`config.mk`:
```
export PLATFORM = sky130hd
export DESIGN_NAME = tiny45_alu_seq
export DESIGN_NICKNAME = d
export VERILOG_FILES = /design/src/rtl/tiny45_alu_seq.sv
export SDC_FILE = /design/constraint.sdc
export NUM_CORES = 1
export LEC_CHECK = 0
export CORE_MARGIN = 1.5
export CORE_UTILIZATION = 49
export CTS_CLUSTER_SIZE = 12
export DETAILED_ROUTE_END_ITERATION = 16
export HOLD_SLACK_MARGIN = 0.02
export PLACE_DENSITY = 0.81
export RECOVER_POWER = 25
export SYNTH_ARGS = -nofsm -noshare
export SYNTH_HDL_FRONTEND = slang
export SYNTH_SLANG_ARGS = --single-unit
export TNS_END_PERCENT = 10
```
`constraint.sdc`:
```
create_clock -name clk -period 1.9 [get_ports clk]
set_input_delay 0.38 -clock clk [delete_from_list [all_inputs] [get_ports clk]]
set_output_delay 0.38 -clock clk [all_outputs]
set_load 0.05 [all_outputs]
```
`src/rtl/tiny45_alu_seq.sv`:
```
// ---------------------------------------------------------------------------
// tiny45_alu_seq
//
// Runs one WIDTH-bit RISC-V ALU operation through the external 4-bit
// nibble-serial ALU (tiny45_alu), one nibble per cycle, least-significant
// nibble first. Carry and compare are chained between nibbles through local
// registers, and the ALU result nibbles are assembled into out_d.
//
// Handshake (both sides): a transfer happens on a rising clk edge where
// valid and ready are both 1. in_ready is 1 only in IDLE. out_valid is 1
// only in DONE, and out_d/out_cmp hold steady until the result is consumed.
// Once a transfer is offered, the offering side keeps valid high and its
// data steady until the transfer happens.
//
// Optional feature macro: TINY45_ALU_SEQ_ABORT_EN adds an 'abort' input.
// When abort is 1 at an edge in RUN or DONE, the current op is dropped.
//
// Ports:
//   clk, rstn              clock, asynchronous active-low reset
//   in_valid/in_ready      request handshake
//   in_op, in_a, in_b      op code and operands, sampled on accept
//   out_valid/out_ready    result handshake
//   out_d, out_cmp         result and final-nibble compare flag
//   alu_op/a/b/cy_in/cmp_in   to the nibble ALU (driven only in RUN)
//   alu_d/cy_out/cmp_res      from the nibble ALU
//   abort                  (only with TINY45_ALU_SEQ_ABORT_EN) drop op
//   dbg_state              current FSM state (0 IDLE, 1 RUN, 2 DONE)
// ---------------------------------------------------------------------------
module tiny45_alu_seq #(
    parameter int WIDTH = 32
) (
    input  logic             clk,
    input  logic             rstn,
`ifdef TINY45_ALU_SEQ_ABORT_EN
    input  logic             abort,
`endif
    input  logic             in_valid,
    output logic             in_ready,
    input  logic [3:0]       in_op,
    input  logic [WIDTH-1:0] in_a,
    input  logic [WIDTH-1:0] in_b,
    output logic             out_valid,
    input  logic             out_ready,
    output logic [WIDTH-1:0] out_d,
    output logic             out_cmp,
    output logic [3:0]       alu_op,
    output logic [3:0]       alu_a,
    output logic [3:0]       alu_b,
    output logic             alu_cy_in,
    output logic             alu_cmp_in,
    input  logic [3:0]       alu_d,
    input  logic             alu_cy_out,
    input  logic             alu_cmp_res,
    output logic [1:0]       dbg_state
);

    localparam int NIB = WIDTH / 4;
    localparam int CW  = (NIB > 1) ? $clog2(NIB) : 1;

    typedef enum logic [1:0] {
        S_IDLE = 2'd0,
        S_RUN  = 2'd1,
        S_DONE = 2'd2
    } state_t;

    state_t           state_q, state_d;
    logic [CW-1:0]    cnt_q, cnt_d;
    logic [3:0]       op_q, op_d;
    logic [WIDTH-1:0] a_q, a_d;
    logic [WIDTH-1:0] b_q, b_d;
    logic [WIDTH-1:0] res_q, res_d;
    logic             cy_q, cy_d;
    logic             cmp_q, cmp_d;
    logic             ocmp_q, ocmp_d;
    logic             abort_hit;

    logic is_run, is_done, is_shift, is_cmp;

    always_ff @(posedge clk or negedge rstn) begin
        if (!rstn) begin
            state_q <= S_IDLE;
            cnt_q   <= '0;
            op_q    <= '0;
            a_q     <= '0;
            b_q     <= '0;
            res_q   <= '0;
            cy_q    <= 1'b0;
            cmp_q   <= 1'b0;
            ocmp_q  <= 1'b0;
        end else begin
            state_q <= state_d;
            cnt_q   <= cnt_d;
            op_q    <= op_d;
            a_q     <= a_d;
            b_q     <= b_d;
            res_q   <= res_d;
            cy_q    <= cy_d;
            cmp_q   <= cmp_d;
            ocmp_q  <= ocmp_d;
        end
    end

    always_comb begin
        state_d   = state_q;
        cnt_d     = cnt_q;
        op_d      = op_q;
        a_d       = a_q;
        b_d       = b_q;
        res_d     = res_q;
        cy_d      = cy_q;
        cmp_d     = cmp_q;
        ocmp_d    = ocmp_q;
        abort_hit = 1'b0;
`ifdef TINY45_ALU_SEQ_ABORT_EN
        abort_hit = abort;
`endif
        case (state_q)
            S_IDLE: begin
                if (in_valid) begin
                    op_d    = in_op;
                    a_d     = in_a;
                    b_d     = in_b;
                    // SUB/SLT/SLTU compute A + ~B + 1, so the chain starts at 1.
                    cy_d    = in_op[1] | in_op[3];
                    cmp_d   = 1'b1;
                    cnt_d   = '0;
                    state_d = S_RUN;
                end
            end
            S_RUN: begin
                cy_d  = alu_cy_out;
                cmp_d = alu_cmp_res;
                a_d   = a_q >> 4;
                b_d   = b_q >> 4;
                // Nibbles enter at the top; after NIB shifts nibble 0 sits at the bottom.
                res_d = {alu_d, res_q[WIDTH-1:4]};
                if (cnt_q == CW'(NIB - 1)) begin
                    ocmp_d  = alu_cmp_res;
                    state_d = S_DONE;
                end else begin
                    cnt_d = cnt_q + 1'b1;
                end
            end
            S_DONE: begin
                if (out_ready) begin
                    state_d = S_IDLE;
                end
            end
            default: state_d = S_IDLE;
        endcase
        if (abort_hit && (state_q != S_IDLE)) begin
            state_d = S_IDLE;
            res_d   = '0;
            ocmp_d  = 1'b0;
            cnt_d   = '0;
        end
    end

    assign is_run   = (state_q == S_RUN);
    assign is_done  = (state_q == S_DONE);
    // Shift codes (0001, 0101, 1101) are the only ones with op[1:0] == 01.
    assign is_shift = (op_q[1:0] == 2'b01);
    assign is_cmp   = (op_q[2:1] == 2'b01);

    assign in_ready   = (state_q == S_IDLE);
    assign out_valid  = is_done;
    assign out_cmp    = is_done & ~is_shift & ocmp_q;
    assign out_d      = (!is_done || is_shift) ? '0 :
                        is_cmp ? {{(WIDTH-1){1'b0}}, ocmp_q} : res_q;

    assign alu_op     = is_run ? op_q     : 4'd0;
    assign alu_a      = is_run ? a_q[3:0] : 4'd0;
    assign alu_b      = is_run ? b_q[3:0] : 4'd0;
    assign alu_cy_in  = is_run & cy_q;
    assign alu_cmp_in = is_run & cmp_q;
    assign dbg_state  = state_q;

endmodule
```
* After elaboration in Yosys (flattened, before gate mapping) *
Index checks and enable logic that the tools add are counted.

storage, ports and cells
  register bits = 108
  bits in latches = 0
  memory bits (writable) = 0
  bits in read-only memories = 0
  input bits = 78
  output and inout port bits = 51
  word-level logic and storage cells = 54
  memories kept = 0

operators by class
  add/sub/neg operators = 1
  $mul = 0
  divide/modulo/power cells = 0
  magnitude comparators = 0
  equal/unequal tests = 9
  shifts and indexed selects = 0
  multiplexer cells = 20
  bitwise gates (word level) = 6
  reductions and logical operators = 9

operators by type and width
  operator                                                               count
  32-bit two-way mux                                                     4
  32-bit one-hot mux with 2 select lines                                 2
  4-bit two-way mux                                                      3
  2-bit by 1-bit equality test with 1-bit output, second input constant  3
  2-bit two-way mux                                                      3
  3-bit two-way mux                                                      2
  2-bit != test, second input constant                                   3
  2-bit one-hot mux with 3 select lines                                  1
  3-bit one-hot mux with 2 select lines                                  1
  2-bit AND reduction                                                    3
  3-bit AND reduction                                                    2
  1-bit bitwise AND                                                      4
  1-bit one-hot mux with 2 select lines                                  2
  3-bit by 1-bit adder with 3-bit output, second input constant          1
  3-bit equality test, second input constant                             1
  2-bit equality test, second input constant                             1
  2-bit zero test                                                        1
  1-bit two-way mux                                                      2
  2-bit by 1-bit != test with 1-bit output, second input constant        1
  2-bit nonzero test                                                     1
  1-bit zero test                                                        1
  1-bit logical OR                                                       1
  1-bit NOT                                                              1
  1-bit bitwise OR                                                       1

* Depth between registers and ports, before layout *
Gate-level depths: netlist of run 1.

  depth in word-level cells = 4
  mapped depth = 6

* Least setup slack after synthesis of run 1 *
OpenSTA, ideal clock, no wires.

  path type = register to output
  start point = register state_q[1], in the netlist dbg_state[1]
  end point = output port out_cmp
  arrival time = 2.099 ns
  data required time = 1.520 ns
  setup slack = -0.579 ns
  stages on the path, launching flop included = 3
  buffers on the path = 0
  cells stage by stage = dfrtp_1 -> nand2b_1 -> nor3b_1

between the ends
  word-level cells in the longest chain between the ends = 3

RTL lines
  element                          RTL line  source
  from (decl)                      66        state_t state_q, state_d;
  from (signal assigned)           91        state_q <= state_d;
  2-bit equality test              160       assign is_done = (state_q == S_DONE);
  1-bit bitwise AND (2 in series)  167       assign out_cmp = is_done & ~is_shift & ocmp_q;
  to (decl)                        45        output logic out_cmp,

No other way between the ends.

* Worst setup path in the final report of run 1 *
  start point = register state_q[1], in the netlist dbg_state[1]
  end point = output port alu_b[2]

between the ends
  word-level cells in the longest chain between the ends = 2

RTL lines
  element                                         RTL line  source
  2-bit by 1-bit equality test with 1-bit output  159       assign is_run = (state_q == S_RUN);
  4-bit two-way mux                               173       assign alu_b = is_run ? b_q[3:0] : 4'd0;
  to (decl)                                       48        output logic [3:0] alu_b,

No other way between the ends.

==> results of run 1 <==
-- routing by layer --
layer / up-vias / GRT usage, % / wire, um
li1: 1865 / - / -
met1: 1812 / 28.16 / 4717
met2: 92 / 37.85 / 5545
met3: 8 / 5.695 / 596
met4: 0 / 5.301 / 102
met5: - / 0 / 0
-- what timing repair did --
item,in CTS,in global routing
setup endpoints to repair,45,45
hold buffers,1,0
gates resized for setup,1,4
endpoints found under the hold margin,23,0
pin swaps,1,2
-- cells in the final DEF (no fill, tap or decap), drive strengths merged, types with 7 or more instances in the layout --
cell	instances
o21ai	57
buf	65
clkdlybuf4s50	76
dfrtp	108
nand2	154
a22o	10
clkbuf	13
mux2	7
nor2	7
and2	44
mux2i	56
-- power groups by stage --
stage          Combinational, mW  Sequential [mW]  Clock, mW
2_1_floorplan               3.50             3.86          0
3_3_place_gp                5.22             3.94          0
3_5_place_dp                5.39             4.02          0
4_1_cts                     5.41             3.98       1.53
5_1_grt                     5.85             4.10       1.64
6_report                    5.34             3.99       1.50
-- layout make-up --
cell class	instances	area share, %
repair buffers	144	27.10
flip-flops and latches	108	37.91
clock buffers	11	1.840
inverters	3	0.1578
clock inverters	5	1.209
multi-input cells	351	29.45
well taps	133	2.331
-- logic make-up after synthesis --
logic type | count (synthesis) | synth area share [%]
AOI/OAI and AO/OA | 71 | 8.192
muxes | 63 | 13.08
and+or+nand+nor | 215 | 19.41
buffers and inverters | 35 | 3.507
DFF | 108 | 55.30
adders and majority gates | 2 | 0.5120
-- flip-flops by register name, indices dropped and copies added (netlist names) --
signal	flops
cnt_q	3
a_q	32
b_q	32
res_q	32
dbg_state	2
op_q	4
ocmp_q	1
cy_q	1
cmp_q	1
-- worst max-delay path by stage --
stage | from | endpoint | depth (start not counted)
after floorplan | dbg_state[0] | alu_a[0] | 4
after global placement | dbg_state[0] | out_d[31] | 5
after global routing | dbg_state[0] | alu_b[2] | 4
after detailed placement | dbg_state[0] | out_d[31] | 5
final | dbg_state[1] | alu_b[2] | 4
after CTS | op_q[1] | out_d[14] | 5
-- worst reg2reg max path: stages (launching register included) --
cell     delay (ns)
dfrtp_2        0.43
buf_4          0.17
nor2b_4        0.37
buf_4          0.39
nand2_1        0.12
nand2_1        0.08
-- metrics by stage --
stage               hold WS [ns]  instance area, um2  setup slack, ns
finish                    0.4776                7138          -0.2240
detailed placement        0.3197                6917           0.1050
floorplan                0.08441                4940         -0.05875
CTS                       0.4721                7147          -0.2324
global placement          0.3117                6917           0.1542
global route              0.5076                7138          -0.2965
==> impl_metrics.env, run 1 <==
export IMPL_fin_cells=755
export IMPL_grt_usage_pct=22.02
export IMPL_htreeDepth=3
export IMPL_via_count=3777
export IMPL_finalMaxSlewViolations=0
export IMPL_multiInputGateArea_um2=2102
export IMPL_final_core_util_pct=73.37
export IMPL_drive_gt1_share_pct=20.90
export IMPL_coreArea_um2=9729
export IMPL_antennaDiodeCount=0
export IMPL_drtAntennaViolNets=0
export IMPL_crit_path_max_incr_delay_ns=0.43
export IMPL_die_area_um2=10580
export IMPL_combinationalPowerShare_pct=49.3
export IMPL_fmax_mhz=470.8
export IMPL_final_hold_viol_count=0
export IMPL_p_per_area_nw_per_um2=1517
export IMPL_pin_count=129
export IMPL_num_rows=36
export IMPL_cts_root_buf="clkbuf_8"
export IMPL_yosys_register_bits=108
export IMPL_hpwl_um=8159
export IMPL_ir_drop_mv=1.248
export IMPL_rr_startpoint="dbg_state[1]"
export IMPL_nNetsFinal=697
export IMPL_grt_setup_unrepaired="true"
export IMPL_switching_share_pct=40.04
export IMPL_setup_viol=45
export IMPL_grt_pass1_wl_um=17860
export IMPL_avgSynthCellArea_um2=9.893
export IMPL_maxCapViolCount=0
export IMPL_clk_pin_slew_ns=0.09
export IMPL_fin_skew_ns=0.01539
export IMPL_ys_types=22
export IMPL_startpoint_type="register"
export IMPL_r2r_end="res_q[0]"
export IMPL_path_cells="buf_4 > nor2b_4 > and2_1 > buf_12"
export IMPL_status="finished, violations left"
export IMPL_hold_end="b_q[1]"
export IMPL_hold_path_cell_count=2
export IMPL_syn_area_um2=4887
export IMPL_violations="setup timing"
export IMPL_yosysMostFrequentCell="nand2_1"
export IMPL_cts_tree="yes"
export IMPL_synth_largest_area_cell="dfrtp_1"
export IMPL_hold_start="b_q[1]"
export IMPL_worstSetupEndpointType="output pin"
export IMPL_remaining_drc_errors=0
export IMPL_required_ns=1.52
export IMPL_ys_seq_area_share_pct=55.30
export IMPL_period_needed_ns=2.124
export IMPL_antenna_found_initial=0
export IMPL_report_power_total_mw=10.83
export IMPL_start_util_pct=50.23
export IMPL_ys_async_sr_fraction_pct=100.0
export IMPL_tightest_slew_ns=0.6752
export IMPL_synth_edf_count=0
export IMPL_via_per_inst=5.003
export IMPL_cp_arrival_ns=1.74
export IMPL_finalCritPeriodShare_pct=111.8
export IMPL_slew_headroom_pct=54.99
export IMPL_portBuffers=128
export IMPL_cts_buffers=9
export IMPL_internal_power_mw=6.495
export IMPL_final_setup_tns_ns=-8.414
export IMPL_critical_path_buf_inv_count=2
export IMPL_p_leak_nw=3.247
export IMPL_first_pass_iters=5
export IMPL_fillers=693
export IMPL_p_clk_share_pct=13.9
export IMPL_grt_pass1_vias=3777
export IMPL_clk_path_buf_depth=2
export IMPL_p_seq_share_pct=36.8
export IMPL_area_growth_pct=46.06
export IMPL_grt_start_max_net_pins=72
export IMPL_synthTopCellsByArea="dfrtp_1 (55%), nand2_1 (12%), mux2i_1 (11%)"
export IMPL_syn_num_nets=574
export IMPL_crit_type="reg2out"
export IMPL_place_inst=738
export IMPL_crit_path_top_delay_cell="dfrtp_2"
export IMPL_post_drt_wl_per_cell_um=14.52
export IMPL_dieWidth_um=102.9
export IMPL_drt_iter0_drc=102
export IMPL_crit_family="simple AND/OR/NAND/NOR gates"
export IMPL_grt_overflow_total=0
export IMPL_seq_area_um2=2706
export IMPL_synth_top_area_share_pct=55.30
export IMPL_switchingPower_mw=4.336
export IMPL_routed_wl_um=10960
export IMPL_cts_setup_buffers=0
export IMPL_finalWorstSetupSlack_ns=-0.2240
export IMPL_reg2reg_depth=5
export IMPL_clkLatencyLatePin_ns=0.37
export IMPL_die_h_um=102.9
export IMPL_place_gp_congestion=0.7516
export IMPL_cts_num_sinks=108
export IMPL_rrSetupSlack_ns=0.28
export IMPL_syn_inst=494
export IMPL_synth_flop_cell="dfrtp_1"
export IMPL_synthTopCellsByCount="nand2_1 (154), dfrtp_1 (108), o21ai_0 (57), mux2i_1 (56), and2_1 (44)"
export IMPL_yosysWarnings=0
export IMPL_hp_class="reg2reg"
export IMPL_cp_max_fo=16
Power figures use the tool's default switching activity.
==> inputs of run 2 (changes only) <==
--- a/config.mk
+++ b/config.mk
@@ -6,11 +6,12 @@
 export NUM_CORES = 1
 export LEC_CHECK = 0
 export CORE_MARGIN = 1.5
-export CORE_UTILIZATION = 49
+export CORE_UTILIZATION = 50
+export CTS_BUF_LIST = sky130_fd_sc_hd__clkbuf_4
 export CTS_CLUSTER_SIZE = 12
 export DETAILED_ROUTE_END_ITERATION = 16
 export HOLD_SLACK_MARGIN = 0.02
-export PLACE_DENSITY = 0.81
+export PLACE_DENSITY = 0.82
 export RECOVER_POWER = 25
 export SYNTH_ARGS = -nofsm -noshare
 export SYNTH_HDL_FRONTEND = slang
==> impl_metrics.env, run 2 (synthesized netlist as in run 1, its figures left out) <==
export IMPL_first_pass_iters=6
export IMPL_worstSetupEndpointType="output pin"
export IMPL_htreeDepth=3
export IMPL_grt_setup_unrepaired="true"
export IMPL_num_rows=35
export IMPL_cp_max_fo=16
export IMPL_fmax_mhz=441.3
export IMPL_post_drt_wl_per_cell_um=16.18
export IMPL_hp_class="in2reg"
export IMPL_crit_type="reg2out"
export IMPL_drtAntennaViolNets=0
export IMPL_finalCritPeriodShare_pct=119.3
export IMPL_antennaDiodeCount=0
export IMPL_hold_ws_ns=0.4310
export IMPL_ir_drop_mv=1.087
export IMPL_maxCapViolCount=0
export IMPL_p_leak_nw=3.346
export IMPL_grt_pass1_wl_um=19450
export IMPL_nNetsFinal=710
export IMPL_clk_pin_slew_ns=0.18
export IMPL_clk_path_buf_depth=2
export IMPL_die_h_um=101.9
export IMPL_period_needed_ns=2.266
export IMPL_area_growth_pct=49.23
export IMPL_cts_num_sinks=108
export IMPL_cts_buffers=9
export IMPL_final_hold_viol_count=0
export IMPL_mostFrequentLayoutCells="nand2_1 (154), dfrtp_1 (105), clkdlybuf4s50_1 (76)"
export IMPL_remaining_drc_errors=0
export IMPL_p_per_area_nw_per_um2=1518
export IMPL_start_util_pct=52.15
export IMPL_via_per_inst=5.186
export IMPL_post_place_ws_ns=0.1230
export IMPL_finalWorstSetupSlack_ns=-0.3659
export IMPL_portBuffers=128
export IMPL_dieWidth_um=101.9
export IMPL_via_count=3962
export IMPL_fillers=631
export IMPL_routed_wl_um=12370
export IMPL_die_area_um2=10380
export IMPL_setup_viol=46
export IMPL_pin_count=129
export IMPL_drive_gt1_share_pct=25.04
export IMPL_grt_usage_pct=24.28
export IMPL_required_ns=1.52
export IMPL_cts_root_buf="clkbuf_4"
export IMPL_startpoint_type="register"
export IMPL_status="finished, violations left"
export IMPL_violations="setup timing"
export IMPL_clkLatencyLatePin_ns=0.45
export IMPL_top_regs="a_q: 32 flops, b_q: 32 flops, res_q: 32 flops"
export IMPL_grt_overflow_total=0
export IMPL_fin_skew_ns=0.02755
export IMPL_grt_pass1_vias=4015
export IMPL_drt_iter0_drc=102
export IMPL_final_setup_tns_ns=-13.76
export IMPL_tightest_slew_ns=0.8189
export IMPL_antenna_found_initial=0
export IMPL_cts_tree="yes"
export IMPL_finalMaxSlewViolations=0
export IMPL_coreArea_um2=9371
export IMPL_layout_commonest_cell="nand2_1"
export IMPL_grt_start_max_net_pins=48
export IMPL_place_gp_congestion=0.7737
export IMPL_cp_arrival_ns=1.89
export IMPL_slew_headroom_pct=45.41
export IMPL_hpwl_um=8505
==> run 2: cell types whose count changed in the layout (fill, tap and decap cells not counted), sizes merged <==
cell    change
inv         +3
bufinv      -1
buf        +12
clkbuf      -1
==> run 2: worst paths after layout <==
| path | from | slack (ns) | end | depth (start not counted) |
|---|---|---|---|---|
| max in group asynchronous | rstn | 0.31 | b_q[24] | 3 |
| worst max register to register | dbg_state[0] | 0.26 | b_q[25] | 6 |
| worst min-delay path | alu_d[0] | 0.43 | res_q[28] | 3 |
| worst min register to register | b_q[24] | 0.51 | b_q[24] | 2 |
| min in group asynchronous | rstn | 0.55 | ocmp_q | 2 |
| worst max-delay path | dbg_state[0] | -0.37 | out_d[11] | 6 |
==> run 2: metrics by stage <==
stage	power, mW	cells	util (%)	cell area, um2
after global routing	11.80	764	77.82	7293
after floorplan	7.364	494	-	4940
final	11.07	764	77.82	7293
after CTS	11.00	759	76.80	7197
after global placement	9.213	737	74.13	6947
after detailed placement	9.502	737	74.13	6947
==> run 2: layout make-up <==
| cell class | count | area (um2) | area share (%) |
|---|---|---|---|
| well taps | 129 | 161.4 | 2.213 |
| repair buffers | 157 | 2101 | 28.80 |
| inverters | 3 | 11.26 | 0.1544 |
| clock buffers | 9 | 67.56 | 0.9264 |
| flip-flops and latches | 108 | 2706 | 37.11 |
| clock inverters | 7 | 81.33 | 1.115 |
| multi-input cells | 351 | 2165 | 29.68 |
==> run 2: metal layers <==
metal / global-route usage (%) / vias to the layer above / part of all wire, %
li1: - / 1895 / -
met1: 30.11 / 1915 / 39
met2: 43.33 / 126 / 53
met3: 4.378 / 26 / 4.8
met4: 7.692 / 0 / 2.8
met5: 0 / - / 0
==> run 2: what timing repair did <==
action / in CTS / in global routing
hold buffers: 1 / 0
gates cloned: 0 / 2
gates resized for setup: 15 / 24
pin swaps: 9 / 5
endpoints found under the hold margin: 29 / 0
setup endpoints to repair: 46 / 47
buffers inserted: 5 / 3
==> run 2: critical path: stages, from the launching register on <==
cell      delay (ns)
dfrtp_2         0.45
nand2b_4        0.16
nor3_4          0.22
buf_4           0.16
buf_12          0.14
and2_4          0.17
buf_12          0.13
==> run 2: report_power, final <==
part	internal [mW]	switching [mW]
Clock	0.424	0.783
Combinational	2.75	3.10
Sequential	3.34	0.677
==> inputs of run 3 (changes only) <==
--- a/config.mk
+++ b/config.mk
@@ -5,13 +5,14 @@
 export SDC_FILE = /design/constraint.sdc
 export NUM_CORES = 1
 export LEC_CHECK = 0
+export CAP_MARGIN = 20
 export CORE_MARGIN = 1.5
-export CORE_UTILIZATION = 50
+export CORE_UTILIZATION = 36
 export CTS_BUF_LIST = sky130_fd_sc_hd__clkbuf_4
 export CTS_CLUSTER_SIZE = 12
 export DETAILED_ROUTE_END_ITERATION = 16
 export HOLD_SLACK_MARGIN = 0.02
-export PLACE_DENSITY = 0.82
+export PLACE_DENSITY = 0.63
 export RECOVER_POWER = 25
 export SYNTH_ARGS = -nofsm -noshare
 export SYNTH_HDL_FRONTEND = slang
==> impl_metrics.env, run 3 (synthesized netlist as in run 1, its figures left out) <==
export IMPL_status="finished, violations left"
export IMPL_violations="setup timing"
export IMPL_r2r_end="b_q[26]"
export IMPL_drive_gt1_share_pct=23.25
export IMPL_p_clk_share_pct=10.0
export IMPL_hpwl_um=8388
export IMPL_clkLatencyLatePin_ns=0.46
export IMPL_fin_skew_ns=0.02499
export IMPL_final_hold_viol_count=0
export IMPL_cts_tree="yes"
export IMPL_grt_pass1_vias=3822
export IMPL_rrSetupSlack_ns=0.19
export IMPL_report_power_total_mw=10.68
export IMPL_dieWidth_um=119.5
export IMPL_grt_pass1_wl_um=19180
export IMPL_switchingPower_mw=4.439
export IMPL_slew_headroom_pct=38.69
export IMPL_layout_commonest_cell="nand2_1"
export IMPL_hp_class="in2async"
export IMPL_remaining_drc_errors=0
export IMPL_rr_startpoint="dbg_state[0]"
export IMPL_critical_path_buf_inv_count=2
export IMPL_pin_count=129
export IMPL_die_h_um=119.5
export IMPL_die_area_um2=14280
export IMPL_p_leak_nw=3.276
export IMPL_maxCapViolCount=0
export IMPL_required_ns=1.52
export IMPL_crit_type="reg2out"
export IMPL_antenna_found_initial=0
export IMPL_htreeDepth=3
export IMPL_place_gp_congestion=0.7309
export IMPL_cp_arrival_ns=1.79
export IMPL_top_regs="a_q: 32 flops, b_q: 32 flops, res_q: 32 flops"
export IMPL_switching_share_pct=41.57
export IMPL_combinationalPowerShare_pct=52.8
export IMPL_grt_start_max_net_pins=106
export IMPL_drtAntennaViolNets=0
export IMPL_num_rows=42
export IMPL_area_growth_pct=47.80
export IMPL_ir_drop_mv=0.7602
export IMPL_finalCritPeriodShare_pct=114.1
export IMPL_grt_setup_unrepaired="true"
export IMPL_grt_overflow_total=0
export IMPL_crit_path_max_incr_delay_ns=0.43
export IMPL_drt_iter0_drc=198
export IMPL_worstSetupEndpointType="output pin"
export IMPL_mostFrequentLayoutCells="nand2_1 (154), dfrtp_1 (105), clkdlybuf4s50_1 (76)"
export IMPL_antennaDiodeCount=0
export IMPL_p_seq_share_pct=37.2
export IMPL_finalWorstSetupSlack_ns=-0.2671
export IMPL_fillers=1208
export IMPL_reg2reg_depth=6
export IMPL_start_util_pct=36.90
export IMPL_hold_ws_ns=0.3637
export IMPL_p_per_area_nw_per_um2=1478
export IMPL_period_needed_ns=2.167
export IMPL_first_pass_iters=4
export IMPL_finalMaxSlewViolations=0
export IMPL_routed_wl_um=11600
export IMPL_final_core_util_pct=54.54
export IMPL_fmax_mhz=461.4
export IMPL_crit_family="simple AND/OR/NAND/NOR gates"
export IMPL_cts_num_sinks=108
export IMPL_final_setup_tns_ns=-11.05
export IMPL_tightest_slew_ns=0.9197
export IMPL_crit_start="dbg_state[0]"
export IMPL_fin_cells=804
export IMPL_cp_max_fo=16
export IMPL_internal_power_mw=6.240
export IMPL_via_count=3780
export IMPL_startpoint_type="register"
export IMPL_place_inst=782
export IMPL_cts_root_buf="clkbuf_4"
export IMPL_portBuffers=128
export IMPL_post_drt_wl_per_cell_um=14.43
export IMPL_coreArea_um2=13240
export IMPL_path_cells="nand2b_4 > nor3_4 > buf_6 > and2_4 > buf_12"
export IMPL_clk_path_buf_depth=2
export IMPL_grt_usage_pct=16.85
export IMPL_via_per_inst=4.701
export IMPL_nNetsFinal=703
export IMPL_cts_buffers=9
export IMPL_crit_path_top_delay_cell="dfrtp_2"
export IMPL_setup_viol=46
export IMPL_clk_pin_slew_ns=0.16
run 3: changes by cell type in the layout (fill, tap and decap cells not counted), sizes merged:
| cell | before | now |
|---|---|---|
| buf | 77 | 71 |
| bufinv | 1 | 0 |
| clkbuf | 12 | 11 |
| clkinv | 3 | 6 |
| inv | 6 | 4 |
run 3: power by group through the flow:
stage	Sequential, mW	Combinational (mW)	Clock [mW]
after floorplan	3.86	3.50	0
final	3.97	5.64	1.07
after global routing	4.11	6.16	1.18
after CTS	3.97	5.72	1.10
after global placement	3.94	5.34	0
after detailed placement	4.01	5.48	0
run 3: worst max path at each step:
| stage | cells past startpoint | end | slack [ns] |
|---|---|---|---|
| floorplan | 4 | alu_a[0] | -0.06 |
| global placement | 5 | out_d[15] | 0.14 |
| detailed placement | 5 | cnt_q[0] | 0.08 |
| CTS | 6 | out_d[15] | -0.34 |
| global route | 5 | out_d[15] | -0.37 |
| finish | 5 | out_d[26] | -0.27 |
run 3: worst register-to-register path, delay by kind of cell, from the launching register on:
kind,cells,cell delay (ns)
and+or+nand+nor,1,0.21
DFF,1,0.43
muxes,1,0.29
AOI/OAI and AO/OA,1,0.09
buffers and inverters,3,0.56
run 3: stage by stage:
step           area, um2  worst slack [ns]
2_1_floorplan       4940          -0.05875
3_3_place_gp        6978            0.1407
3_5_place_dp        6978           0.07852
4_1_cts             7258           -0.3395
5_1_grt             7223           -0.3671
6_report            7223           -0.2671
run 3: timing repair:
item,in CTS,in global routing
buffers inserted,5,1
hold endpoints to repair,82,0
setup endpoints to repair,47,47
pin swaps,18,19
hold buffers,1,0
cloned,1,0
gates resized for setup,37,17
run 3: final cells by class:
type	instances	area, um2	area share (%)
flip-flops and latches	108	2706	37.47
multi-input cells	351	2178	30.16
repair buffers	150	1987	27.51
well taps	176	220.2	3.049
clock buffers	9	67.56	0.9354
clock inverters	7	52.55	0.7275
inverters	3	11.26	0.1559
run 3: routing by layer:
metal  track usage [%]  part of all wire [%]  up-vias
met4             4.688                  0.84        0
li1                  -                     -     1876
met3             4.705                   6.5        9
met1             22.48                    46     1798
met5                 0                     0        -
met2             27.05                    47       97
